--- config.mk ---
export PLATFORM = sky130hd
export DESIGN_NAME = uart_tx_buffered
export DESIGN_NICKNAME = d
export VERILOG_FILES = /design/src/rtl/uart_defs_pkg.sv /design/src/rtl/sync_fifo.sv /design/src/rtl/uart_tx_buffered.sv
export SDC_FILE = /design/constraint.sdc
export NUM_CORES = 1
export LEC_CHECK = 0
export CORE_MARGIN = 1
export CORE_UTILIZATION = 45
export CTS_CLUSTER_SIZE = 30
export DETAILED_ROUTE_END_ITERATION = 10
export HOLD_SLACK_MARGIN = 0.06
export PLACE_DENSITY = 0.73
export SLEW_MARGIN = 5
export SYNTH_ARGS = -nofsm -noshare
export SYNTH_HDL_FRONTEND = slang
export SYNTH_HIERARCHICAL = 1
export SYNTH_SLANG_ARGS = --single-unit
--- constraint.sdc ---
create_clock -name clk -period 4.13 [get_ports clk]
set_input_delay 1.239 -clock clk [delete_from_list [all_inputs] [get_ports clk]]
set_output_delay 1.239 -clock clk [all_outputs]
set_load 0.05 [all_outputs]
--- src/rtl/uart_defs_pkg.sv ---
// uart_defs_pkg: UART constants, FSM state encoding and baud divisor shared by TX and RX
package uart_defs_pkg;
  localparam int DATA_BITS = 8;
  localparam int STOP_BITS = 1;
  typedef enum logic [1:0] {IDLE, START, DATA, STOP} uart_state_t;
  function automatic int baud_div(input int clock_rate, input int baud_rate);
    return (clock_rate + baud_rate / 2) / baud_rate;
  endfunction
endpackage

--- src/rtl/sync_fifo.sv ---
// sync_fifo: single-clock FIFO with occupancy count; count tells full from empty
module sync_fifo #(
  parameter int WIDTH = 8,
  parameter int DEPTH = 4,
  localparam int AW = $clog2(DEPTH)
) (
  input  logic             clk,
  input  logic             reset,
  input  logic             push,
  input  logic             pop,
  input  logic [WIDTH-1:0] wdata,
  output logic [WIDTH-1:0] rdata,
  output logic             full,
  output logic             empty,
  output logic [AW:0]      count
);
  logic [WIDTH-1:0] mem [DEPTH];
  logic [AW-1:0] wr_ptr, rd_ptr;
  logic do_push, do_pop;
  assign do_pop = pop && !empty;
  assign do_push = push && (!full || do_pop);
  assign full = count == (AW+1)'(DEPTH);
  assign empty = count == '0;
  assign rdata = mem[rd_ptr];
  // pointers wrap naturally at the power-of-two depth
  always_ff @(posedge clk)
    if (reset) begin
      wr_ptr <= '0;
      rd_ptr <= '0;
      count <= '0;
    end else begin
      wr_ptr <= wr_ptr + AW'(do_push);
      rd_ptr <= rd_ptr + AW'(do_pop);
      count <= count + (AW+1)'(do_push) - (AW+1)'(do_pop);
    end
  // storage needs no reset; only entries below count are ever read
  always_ff @(posedge clk)
    if (do_push) mem[wr_ptr] <= wdata;
endmodule

--- src/rtl/uart_tx_buffered.sv ---
// uart_tx_buffered: 8N1 UART transmitter fed through a small valid/ready FIFO
module uart_tx_buffered
  import uart_defs_pkg::*;
#(
  parameter int CLOCK_RATE = 20000000,
  parameter int BAUD_RATE = 9600,
  parameter int FIFO_DEPTH = 4,
  localparam int CW = $clog2(FIFO_DEPTH) + 1
) (
  input  logic                 clk,
  input  logic                 reset,
  input  logic                 enable,
  input  logic                 valid,
  input  logic [DATA_BITS-1:0] in,
  output logic                 ready,
  output logic                 out,
  output logic                 busy,
  output logic [CW-1:0]        count
);
  localparam int DIV = baud_div(CLOCK_RATE, BAUD_RATE);
  localparam int STOP_DIV = STOP_BITS * DIV;
  localparam int BW = $clog2(STOP_DIV);
  localparam int IW = $clog2(DATA_BITS);
  uart_state_t state, state_n;
  logic [BW-1:0] cnt, cnt_n;
  logic [IW-1:0] idx, idx_n;
  logic [DATA_BITS-1:0] sh, sh_n, head;
  logic out_n, full, empty, pop, tick;
  sync_fifo #(.WIDTH(DATA_BITS), .DEPTH(FIFO_DEPTH)) u_fifo (
    .clk(clk),
    .reset(reset),
    .push(valid && ready),
    .pop(pop),
    .wdata(in),
    .rdata(head),
    .full(full),
    .empty(empty),
    .count(count)
  );
  assign ready = !full && !reset;
  assign busy = state != IDLE || count != '0;
  assign tick = cnt == BW'(state == STOP ? STOP_DIV - 1 : DIV - 1);
  // frame sequencing: popping the head byte and driving the start bit happen on the same edge
  always_comb begin
    state_n = state;
    cnt_n = tick ? '0 : cnt + 1'b1;
    idx_n = idx;
    sh_n = sh;
    out_n = out;
    pop = 1'b0;
    case (state)
      IDLE: begin
        cnt_n = '0;
        if (enable && !empty) begin
          pop = 1'b1;
          sh_n = head;
          out_n = 1'b0;
          state_n = START;
        end
      end
      START:
        if (tick) begin
          idx_n = '0;
          out_n = sh[0];
          state_n = DATA;
        end
      DATA:
        if (tick) begin
          if (idx == IW'(DATA_BITS - 1)) begin
            out_n = 1'b1;
            state_n = STOP;
          end else begin
            idx_n = idx + 1'b1;
            sh_n = sh >> 1;
            out_n = sh[1];
          end
        end
      STOP:
        if (tick) begin
          if (enable && !empty) begin
            pop = 1'b1;
            sh_n = head;
            out_n = 1'b0;
            state_n = START;
          end else begin
            state_n = IDLE;
          end
        end
      default: state_n = IDLE;
    endcase
  end
  // state, baud counter and shift register; reset abandons any partial frame
  always_ff @(posedge clk)
    if (reset) begin
      state <= IDLE;
      cnt <= '0;
      idx <= '0;
      sh <= '0;
      out <= 1'b1;
    end else begin
      state <= state_n;
      cnt <= cnt_n;
      idx <= idx_n;
      sh <= sh_n;
      out <= out_n;
    end
endmodule

# Word-level counts from Yosys, hierarchy flattened
# Memories as Yosys holds them, arrays and structs flattened. A register that Yosys moved wholly into a read port is not among the register bits.
# Index checks and enable logic that the tools add are counted.
# Widths: inputs -> output; s select.
# word_totals
mem_bits_rw	32
wordCells	76
ff_bits	33
memories	1
# classes
add_sub_neg	6
n_reduce_logical	21
mux	28
eq_ne	12
# mem_list
memory	depth	word_bits	rd	rd_ports_with_merged_regs	write_ports	line	rtl
u_fifo.mem	4	8	1	1	1	sync_fifo.sv:17	logic [WIDTH-1:0] mem [DEPTH];
# ops
cell	count
$mux 8	4
$pmux 8 s3	1
$add 12x1->12 const B	1
$eq 12x12->1 const B	1
$mux 2	6
$ne 2x2->1 const B	6
$mux 1	10
$mux 3	3
$pmux 2 s4	1
$reduce_and 4->1	2
$eq 3x3->1 const B	2
$pmux 3 s2	1
$reduce_bool 3->1	2
$logic_and 1x1->1	5
$reduce_and 5->1	1
$add 2x1->2	2
$eq 2x2->1 const B	2
$pmux 1 s4	1
$reduce_bool 2->1	2
$add 3x1->3	1
$add 3x1->3 const B	1
$logic_not 1->1	3
$logic_not 3->1	1
$reduce_and 3->1	1
other kinds (6)	7

# Logic depth before layout (Yosys ltp)
# Gate-level depths: netlist of the first run.
# logic_depth
ltp_word	11
mapped_depth	13

# Modules after synthesis
# Netlist of the first run, hierarchy kept.
# modules_own_cells
module	area_per_inst_um2	cells_per_inst	n_inst	seq_area_each_um2
sync_fifo	1549.0	79	1	1101.1
uart_tx_buffered	1435.1	164	1	520.5

# Worst setup path before layout of the first run
# Ideal clock, no wire load.
# synth_timing
kind	input to register
start	in reset
end	mem u_fifo.mem[0][0], enable pin
path_stages	3
slack_ns	0.516
n_path_buf	0
arrival_time_ns	3.216
cell_sequence	nor2_1 -> and2_1 -> nor4b_1
# synth_between
elab_chain_cells	6
# synth_rtl
item	line	rtl
start: declaration	uart_tx_buffered.sv:11	input logic reset,
$logic_not 1->1	uart_tx_buffered.sv:40	assign ready = !full && !reset;
$logic_and 1x1->1	uart_tx_buffered.sv:40	
$logic_and 1x1->1	uart_tx_buffered.sv:32	.push(valid && ready),
$logic_and 1x1->1	sync_fifo.sv:21	assign do_push = push && (!full || do_pop);
$mux 1	sync_fifo.sv:38	if (do_push) mem[wr_ptr] <= wdata;
$mux 1 (implied by the code)	sync_fifo.sv:38	
end: declaration	sync_fifo.sv:17	
# Every way passes these cells.

# Worst setup path after layout of the first run
# layout_timing
start	reg state[0]
end	out busy
# layout_between
elab_chain_cells	2
# layout_rtl
item	line	rtl
start: declaration	uart_tx_buffered.sv:24	uart_state_t state, state_n;
start signal: assignment	uart_tx_buffered.sv:101	state <= state_n;
$reduce_bool 2->1	uart_tx_buffered.sv:41	assign busy = state != IDLE || count != '0;
$logic_or 1x1->1	uart_tx_buffered.sv:41	
end: declaration	uart_tx_buffered.sv:17	output logic busy,
# Every way passes these cells.

==> results of run 1 <==
[kinds of logic after synthesis]
logic type	synth area share (%)
simple gates	15.9
flops	54.3
compound gates	8.55
buf+inv	2.81
mux	8.39
xor+xnor	4.32
fa+ha+maj	5.70
[cells in the mapped netlist, types with 3 or more instances]
master | count | area [um2]
mux4_2 | 8 | 180
nor2_1 | 18 | 67.6
inv_1 | 6 | 22.5
o21ai_0 | 12 | 60.1
xnor2_1 | 6 | 52.6
a21oi_1 | 16 | 80.1
nor2b_1 | 8 | 50.1
nand2_1 | 9 | 33.8
nor3_1 | 7 | 35.0
xor2_1 | 6 | 52.6
buf_2 | 4 | 20.0
or3_1 | 9 | 56.3
nand3_1 | 4 | 20.0
nor3b_1 | 3 | 22.5
edfxtp_1 | 32 | 961
dfxtp_1 | 33 | 661
nand4_1 | 5 | 31.3
ha_1 | 12 | 150
mux2i_1 | 7 | 70.1
[metrics by stage]
step / instance area [um2] / utilization (%)
4_1_cts: 3410 / 53.5
6_report: 3410 / 53.5
2_1_floorplan: 2980 / -
5_1_grt: 3410 / 53.5
3_5_place_dp: 3240 / 50.7
3_3_place_gp: 3240 / 50.7
[layer usage]
layer  up-vias  wire length (um)  global-route usage (%)
li1        960                 -                       -
met1       935              2380                    21.3
met2        44              2610                    27.6
met3        13               253                    5.86
met4         0               123                    7.55
met5         -                 0                       0
[cell type report]
cell class                 instances  area, um2
sequential                        65       1620
inverter                           6       22.5
fill                             562       2970
clock inverter                     7       53.8
tap                               77       96.3
multi-input combinational        162       1280
timing repair buffer              22        218
clock buffer                       9        124
[sequential cells by signal, summed over array words and instances, names as in the netlist]
register,flops
state,2
u_fifo/wr_ptr,2
idx,3
out,1
u_fifo/count,3
u_fifo/mem,32
sh,8
u_fifo/rd_ptr,2
cnt,12
[report_power, final]
group	total (mW)	internal [mW]	switching (mW)
clock	0.479	0.221	0.259
sequential	0.788	0.740	0.0480
combinational	0.498	0.204	0.294
[final timing paths]
check	from	to	slack, ns
worst max-delay path	state[0]	busy	0.64
worst min-delay path	idx[1]	idx[1]	0.46
worst max register to register	cnt[9]	u_fifo/count[2]	0.87
worst min register to register	idx[1]	idx[1]	0.46
[worst max-delay path, delay by kind of cell (launching register included)]
family	cells	cell delay [ns]
DFF	1	0.33
and+or+nand+nor	1	0.40
adders and majority gates	1	0.24
buffers and inverters	3	0.93
==> summary.md, run 1 <==
| Metric | Value |
|---|---|
| Avg WL per Cell | about 15 um |
| Slowest Stage Delay on Critical Path | between 0.7 and 0.8 ns |
| Crit Path Category | reg2out |
| CP Launch Type | flop |
| Yosys reg bits | 65 |
| Final ANT Viol Nets | 0 |
| First-pass GRT wire length | between 9000 and 10000 um |
| Initial drt markers | between 100 and 150 |
| Clock insertion delay at the later pin of the skew report | 0.35 ns |
| Residual DRC | 0 |
| H-Tree Depth | 3 |
| DR pass1 iterations | 4 |
| Post-synthesis sequential area ratio | between 50% and 60% |
| Post-synthesis instance area | 0.00298 mm2 |
| Worst-Margin Slew | 0.851 ns |
| # nets final | a little under 300 |
| Slowest stage cell on the critical path | clkdlybuf4s50_1 |
| Largest net degree at the start of global routing | 23 |
| Synth unique cells | 49 |
| GP Congestion | between 0.8 and 0.9 |
| Crit path max fanout | 5 |
| Cells on Worst Hold Path | 2 |
| Pwr Total | between 1.5 and 2 mW |
| Ys Warns | 6 |
| Core Box Area | between 0.006 and 0.007 mm2 |
| Syn avg cell area | between 10 and 15 um2 |
| Worst min-delay path category | reg2reg |
| PortBufs | 17 |
| Clock Sink Count | 65 |
| Die Y | 83.4 um |
| Post-synth EDFFs | 32 |
| Worst Setup End Kind | output port |
| Clock buffer depth | 2 |
| Post-Syn Nets | about 270 |
| Vias in the first global route | between 1500 and 2000 |
| I/O pin count | 18 |
| Power density over the cells | 517 mW/mm2 |
| Max Fclk | 0.287 GHz |
| RSZ-0062 raised after global routing | false |
| Clock transition at the registers of the reported paths | around 0.070 ns |
| CTS tree | yes |
| CP most frequent cell | inv_1 |
| Synth Flop Type | dfxtp_1 |
| Tot GR Track Use | 17.3% |
| Critical path, cell by cell | inv_1, ha_1, inv_1, or4_1, clkdlybuf4s50_1 |
| Initial antenna violation count | 0 |
| Max transition margin | 43.1% |
| Final Setup Violations | 0 |
| Non-filler cells, final | between 300 and 400 |
| Initial Util | a little under half |
| Final worst path period share | a little over four fifths |
| Width of the die | ~83 um |
| Layout cells sized above 1 | between 10% and 20% |
| Fin. max-slew vios | 0 |
| GR Overflow Total | 0 |
| Final Hold Slack | approximately 0.46 ns |
| Commonest non-fill, non-tap cell in the layout | dfxtp_1 |
| Reg2Reg Depth | 10 |
| Total number of vias | between 1500 and 2000 |
| Synth Instances | roughly 240 |
| Fin Setup TNS | 0 ns |
| Syn-to-layout area delta | 14.4% |
| Cts hold-fix bufs | 0 |
| Num rows | 29 |
| Via/cell ratio | about 5.6 |
| Die area | 0.00696 mm2 |
| Static Leak | about 1.1 nW |
| Worst VDD drop | about 0.38 mV |
| Asr flop ratio synth | 0% |
| Status | completed |
| Final wirelength | roughly 5400 um |
| Pre-CTS WS | between 0.5 and 0.6 ns |
| DP Cell Count | approximately 330 |
| Min Tclk post-route | ~3.5 ns |
| CP required | about 2.9 ns |
| Most frequent cells in the layout | dfxtp_1 (33), edfxtp_1 (32), nor2_1 (18) |
| Final Hold Fails | 0 |
| Final WS setup | between 0.6 and 0.7 ns |
| Post-DP HPWL | ~3600 um |
| Root Driver | clkbuf_8 |
| Total CTS buffers | 9 |
| Antenna cell count | 0 |
| Gates resized, CTS repair | 0 |
| Setup Skew | around 0.0095 ns |
| Max_cap viols | 0 |
| # Post-CTS Setup Buffers | 0 |
| CP arrival | 2.25 ns |
Note: power is estimated with default switching activity, not from simulation.
==> inputs of run 2 (changes only) <==
- PLACE_DENSITY: 0.73 -> 0.76
- clock period: 4.13 -> 3.15 ns (I/O delays scaled with it)
==> summary.md, run 2 (synthesized netlist as in run 1, its figures left out) <==
| Metric | Value |
|---|---|
| Tot GR Track Use | 16.8% |
| Commonest non-fill, non-tap cell in the layout | dfxtp_1 |
| Total number of vias | approximately 1900 |
| Critical path endpoint | busy |
| Final WS setup | between 0.2 and 0.25 ns |
| Critical Path Source | state[0] |
| Clock insertion delay at the later pin of the skew report | between 0.3 and 0.4 ns |
| Power density over the cells | between 700 and 800 mW/mm2 |
| Worst min-delay path category | reg2reg |
| Root Driver | clkbuf_8 |
| # nets final | 297 |
| Pre-CTS WS | -0.134 ns |
| Crit path max fanout | 5 |
| Die Y | between 80 and 90 um |
| Cts hold-fix bufs | 0 |
| # Post-CTS Setup Buffers | 0 |
| Fin. max-slew vios | 0 |
| Most frequent cells in the layout | dfxtp_1 (33), edfxtp_1 (32), nor2_1 (17) |
| Min Tclk post-route | roughly 2.9 ns |
| Avg WL per Cell | approximately 15 um |
| Static Leak | approximately 1.2 nW |
| Largest Register | u_fifo/mem |
| CP required | 2.20 ns |
| Biggest regs | u_fifo/mem x32, cnt x12, sh x8 |
| CP arrival | 1.97 ns |
| Max transition margin | 29.6% |
| GP Congestion | roughly 0.84 |
| Util after Layout | between 50% and 60% |
| Largest net degree at the start of global routing | 23 |
| Cell Area, Placed | approximately 0.0033 mm2 |
| Post-DP HPWL | around 3600 um |
| GR Overflow Total | 0 |
| Worst Setup End Kind | output port |
| Worst VDD drop | between 0.3 and 0.4 mV |
| Crit Path Category | reg2out |
| RSZ-0062 raised after global routing | false |
| Die area | around 0.0070 mm2 |
| Max reg flops | 32 |
| Pwr Total | roughly 2.5 mW |
| Post-route cell area | 0.00352 mm2 |
| Syn-to-layout area delta | 18.1% |
| Worst-Margin Slew | 1.05 ns |
| Fill count | between 500 and 600 |
| Initial drt markers | approximately 130 |
| Final worst path period share | 92.7% |
| I/O pin count | 18 |
| Via/cell ratio | ~5.5 |
| Final Setup Violations | 0 |
| Antenna cell count | 0 |
| Clock Sink Count | between 60 and 70 |
| CP Launch Type | flop |
| H-Tree Depth | 3 |
| Initial Util | 46.7% |
| Vias in the first global route | between 1500 and 2000 |
| Final wirelength | around 5400 um |
| Reg2Reg Depth | 8 |
| Worst r2r dst | u_fifo/mem[0][3] |
| CTS tree | yes |
| Width of the die | about 83 um |
| Status | completed |
| Setup Skew | 0.00928 ns |
| PortBufs | 17 |
| Final Hold Fails | 0 |
| Clock buffer depth | 2 |
| Max Fclk | 0.342 GHz |
| Max_cap viols | 0 |
| DR pass1 iterations | 4 |
| Residual DRC | 0 |
| Final ANT Viol Nets | 0 |
| Initial antenna violation count | 0 |
| R2R setup slack | ~0.26 ns |
| First-pass GRT wire length | about 9000 um |
| Layout cells sized above 1 | 15.5% |
| Total CTS buffers | 9 |
| Num rows | 29 |
| Clock transition at the registers of the reported paths | roughly 0.070 ns |
| Worst r2r src | cnt[0] |
| Core Box Area | around 0.0064 mm2 |
run 2: per-layer routing:
layer,share of wire (%),GRT usage (%)
met1,45,20.8
met2,50,27.5
met3,3.1,4.08
met4,2.1,8.78
met5,0,0
run 2: worst min path at each step:
stage,startpoint,end,slack (ns),cells past startpoint
after floorplan,idx[1],idx[1],0.44,2
after global placement,idx[2],idx[2],0.44,2
after detailed placement,idx[2],idx[2],0.45,2
after CTS,idx[1],idx[1],0.46,2
after global routing,idx[2],idx[2],0.49,2
final,idx[2],idx[2],0.46,2
run 2: power by group:
part	internal (mW)	switching [mW]
Combinational	0.286	0.391
Clock	0.443	0.329
Sequential	0.971	0.0643
run 2: stage by stage:
step           setup TNS [ns]  cells  hold WS, ns
4_1_cts                     0    354        0.459
2_1_floorplan               0    243        0.436
3_3_place_gp           -0.194    338        0.443
5_1_grt                     0    354        0.490
6_report                    0    354        0.457
3_5_place_dp            -1.93    338        0.449
run 2: area by class of cell:
class / instances / area (um2) / area share [%]
Inverter: 6 / 22.5 / 0.639
Multi-Input combinational cell: 162 / 1300 / 37.0
Clock inverter: 7 / 95.1 / 2.70
Timing Repair Buffer: 28 / 262 / 7.42
Clock buffer: 9 / 124 / 3.52
Tap cell: 77 / 96.3 / 2.73
Sequential cell: 65 / 1620 / 46.0
run 2: repair_timing:
action                                  CTS  global route
endpoints found under the setup margin    1             8
resized for setup                         1             1
pin swaps                                 0             0
run 2: critical path, cell delays in order (launching register included):
cell and delay (ns):
dfxtp_1 0.33, inv_1 0.15, ha_1 0.24, inv_1 0.09, or4_1 0.39, dlygate4sd2_1 0.43
==> inputs of run 3 (changes only) <==
- PLACE_DENSITY: 0.76 -> 0.73
- SLEW_MARGIN: 5 -> 0
- clock period: 3.15 -> 3.3 ns (I/O delays scaled with it)
==> summary.md, run 3 (synthesized netlist as in run 1, its figures left out) <==
| Metric | Value |
|---|---|
| Status | completed |
| Clock transition at the registers of the reported paths | 0.07 ns |
| Initial drt markers | roughly 130 |
| Clock buffer depth | 2 |
| CP arrival | between 2 and 3 ns |
| Die Y | between 80 and 90 um |
| Avg WL per Cell | between 15 and 20 um |
| Vias in the first global route | approximately 2000 |
| Crit Path Category | in2reg |
| Residual DRC | 0 |
| PortBufs | 17 |
| Max Fclk | ~0.35 GHz |
| H-Tree Depth | 3 |
| Max reg flops | 32 |
| Final Hold Slack | between 0.4 and 0.5 ns |
| Final Setup Violations | 0 |
| CP Launch Type | primary input |
| Fin. max-slew vios | 0 |
| Total CTS buffers | 9 |
| Width of the die | approximately 83 um |
| Worst Hold End | idx[1] |
| Die area | slightly below 0.007 mm2 |
| Core Box Area | 0.00639 mm2 |
| Worst Setup End Kind | flop |
| Worst VDD drop | about 0.4 mV |
| Initial antenna violation count | 0 |
| I/O pin count | 18 |
| Hold Startpoint | idx[1] |
| Worst min-delay path category | reg2reg |
| CP required | 3.27 ns |
| Total number of vias | between 1500 and 2000 |
| RSZ-0062 raised after global routing | false |
| GP Congestion | 0.827 |
| Root Driver | clkbuf_8 |
| Worst r2r dst | u_fifo/mem[0][6] |
| Most frequent cells in the layout | dfxtp_1 (33), edfxtp_1 (32), nor2_1 (18) |
| Clock Sink Count | 65 |
| First-pass GRT wire length | around 9000 um |
| Min Tclk post-route | approximately 2.9 ns |
| GR Overflow Total | 0 |
| Power density over the cells | around 660 mW/mm2 |
| Static Leak | approximately 1.2 nW |
| Critical Path Source | enable |
| Biggest regs | u_fifo/mem x32, cnt x12, sh x8 |
| Num rows | 29 |
| Setup Skew | around 0.015 ns |
| Cells on Worst Hold Path | 2 |
| DR pass1 iterations | 4 |
| R2R setup slack | 0.49 ns |
| Worst r2r src | cnt[4] |
| Max transition margin | between 30% and 40% |
| Largest net degree at the start of global routing | 23 |
| Final ANT Viol Nets | 0 |
| Initial Util | 46.7% |
| Final wirelength | 5290 um |
| Final Hold Fails | 0 |
| Syn-to-layout area delta | 16.5% |
| # nets final | 295 |
| CTS tree | yes |
| Post-DP HPWL | approximately 3600 um |
| Reg2Reg Depth | 6 |
| Worst-Margin Slew | 1.04 ns |
| Crit path max fanout | 8 |
| Largest Register | u_fifo/mem |
| Clock insertion delay at the later pin of the skew report | 0.36 ns |
| Commonest non-fill, non-tap cell in the layout | dfxtp_1 |
| Final worst path period share | between 80 and 90% |
| Via/cell ratio | 5.59 |
| Tot GR Track Use | 16.5% |
| Cts hold-fix bufs | 0 |
| # Post-CTS Setup Buffers | 0 |
| Antenna cell count | 0 |
| Layout cells sized above 1 | between 10 and 15% |
| Fin Setup TNS | 0 ns |
| Max_cap viols | 0 |
## run 3: cell count changes in the layout (fill, tap and decap cells not counted), moves of 2 or more
cell,before,now
clkinv_4,0,2
clkinvlp_4,4,1
buf_4,11,9
inv_6,0,2
## run 3: worst max-delay path, cell delays in order
cell	delay (ns)
clkdlybuf4s50_1	0.49
nand2b_1	0.10
nor3_1	0.29
nor4b_2	0.10
nor4b_2	0.86
## run 3: stage by stage
step	worst slack [ns]	power [mW]	instance area, um2	util [%]	instances
after floorplan	0.0192	1.45	2990	-	243
after global placement	0.155	1.62	3270	51.3	336
after detailed placement	0.0696	1.63	3270	51.3	336
after CTS	0.0420	2.32	3470	54.4	352
after global routing	0.310	2.42	3480	54.4	352
final	0.425	2.30	3480	54.4	352
## run 3: worst max-delay path by stage
stage	endpoint
after global routing	u_fifo/mem[0][6]
final	u_fifo/mem[0][6]
after detailed placement	u_fifo/mem[0][1]
after global placement	u_fifo/mem[0][5]
after CTS	busy
after floorplan	u_fifo/mem[1][0]
## run 3: repair_timing
| action | in CTS | in global routing |
|---|---|---|
| resized for setup | 0 | 1 |
| hold endpoints to repair | 0 | 0 |
| setup endpoints to repair | 0 | 1 |
## run 3: routing by layer
layer / up-vias / track usage [%] / part of all wire (%)
met5: - / 0 / 0
met4: 0 / 9.55 / 2.6
met3: 15 / 4.57 / 3.4
met2: 40 / 28.1 / 50
met1: 953 / 18.6 / 44
li1: 959 / - / -
## run 3: layout make-up
cell class | instances | area [um2]
inverters | 6 | 22.5
well taps | 77 | 96.3
repair buffers | 26 | 250
multi-input cells | 162 | 1280
flip-flops and latches | 65 | 1620
fillers | 572 | 2910
clock inverters | 7 | 77.6
clock buffers | 9 | 124
## run 3: report_power, final
group | switching [mW] | internal (mW)
logic | 0.366 | 0.264
clock network | 0.329 | 0.355
registers | 0.0607 | 0.927
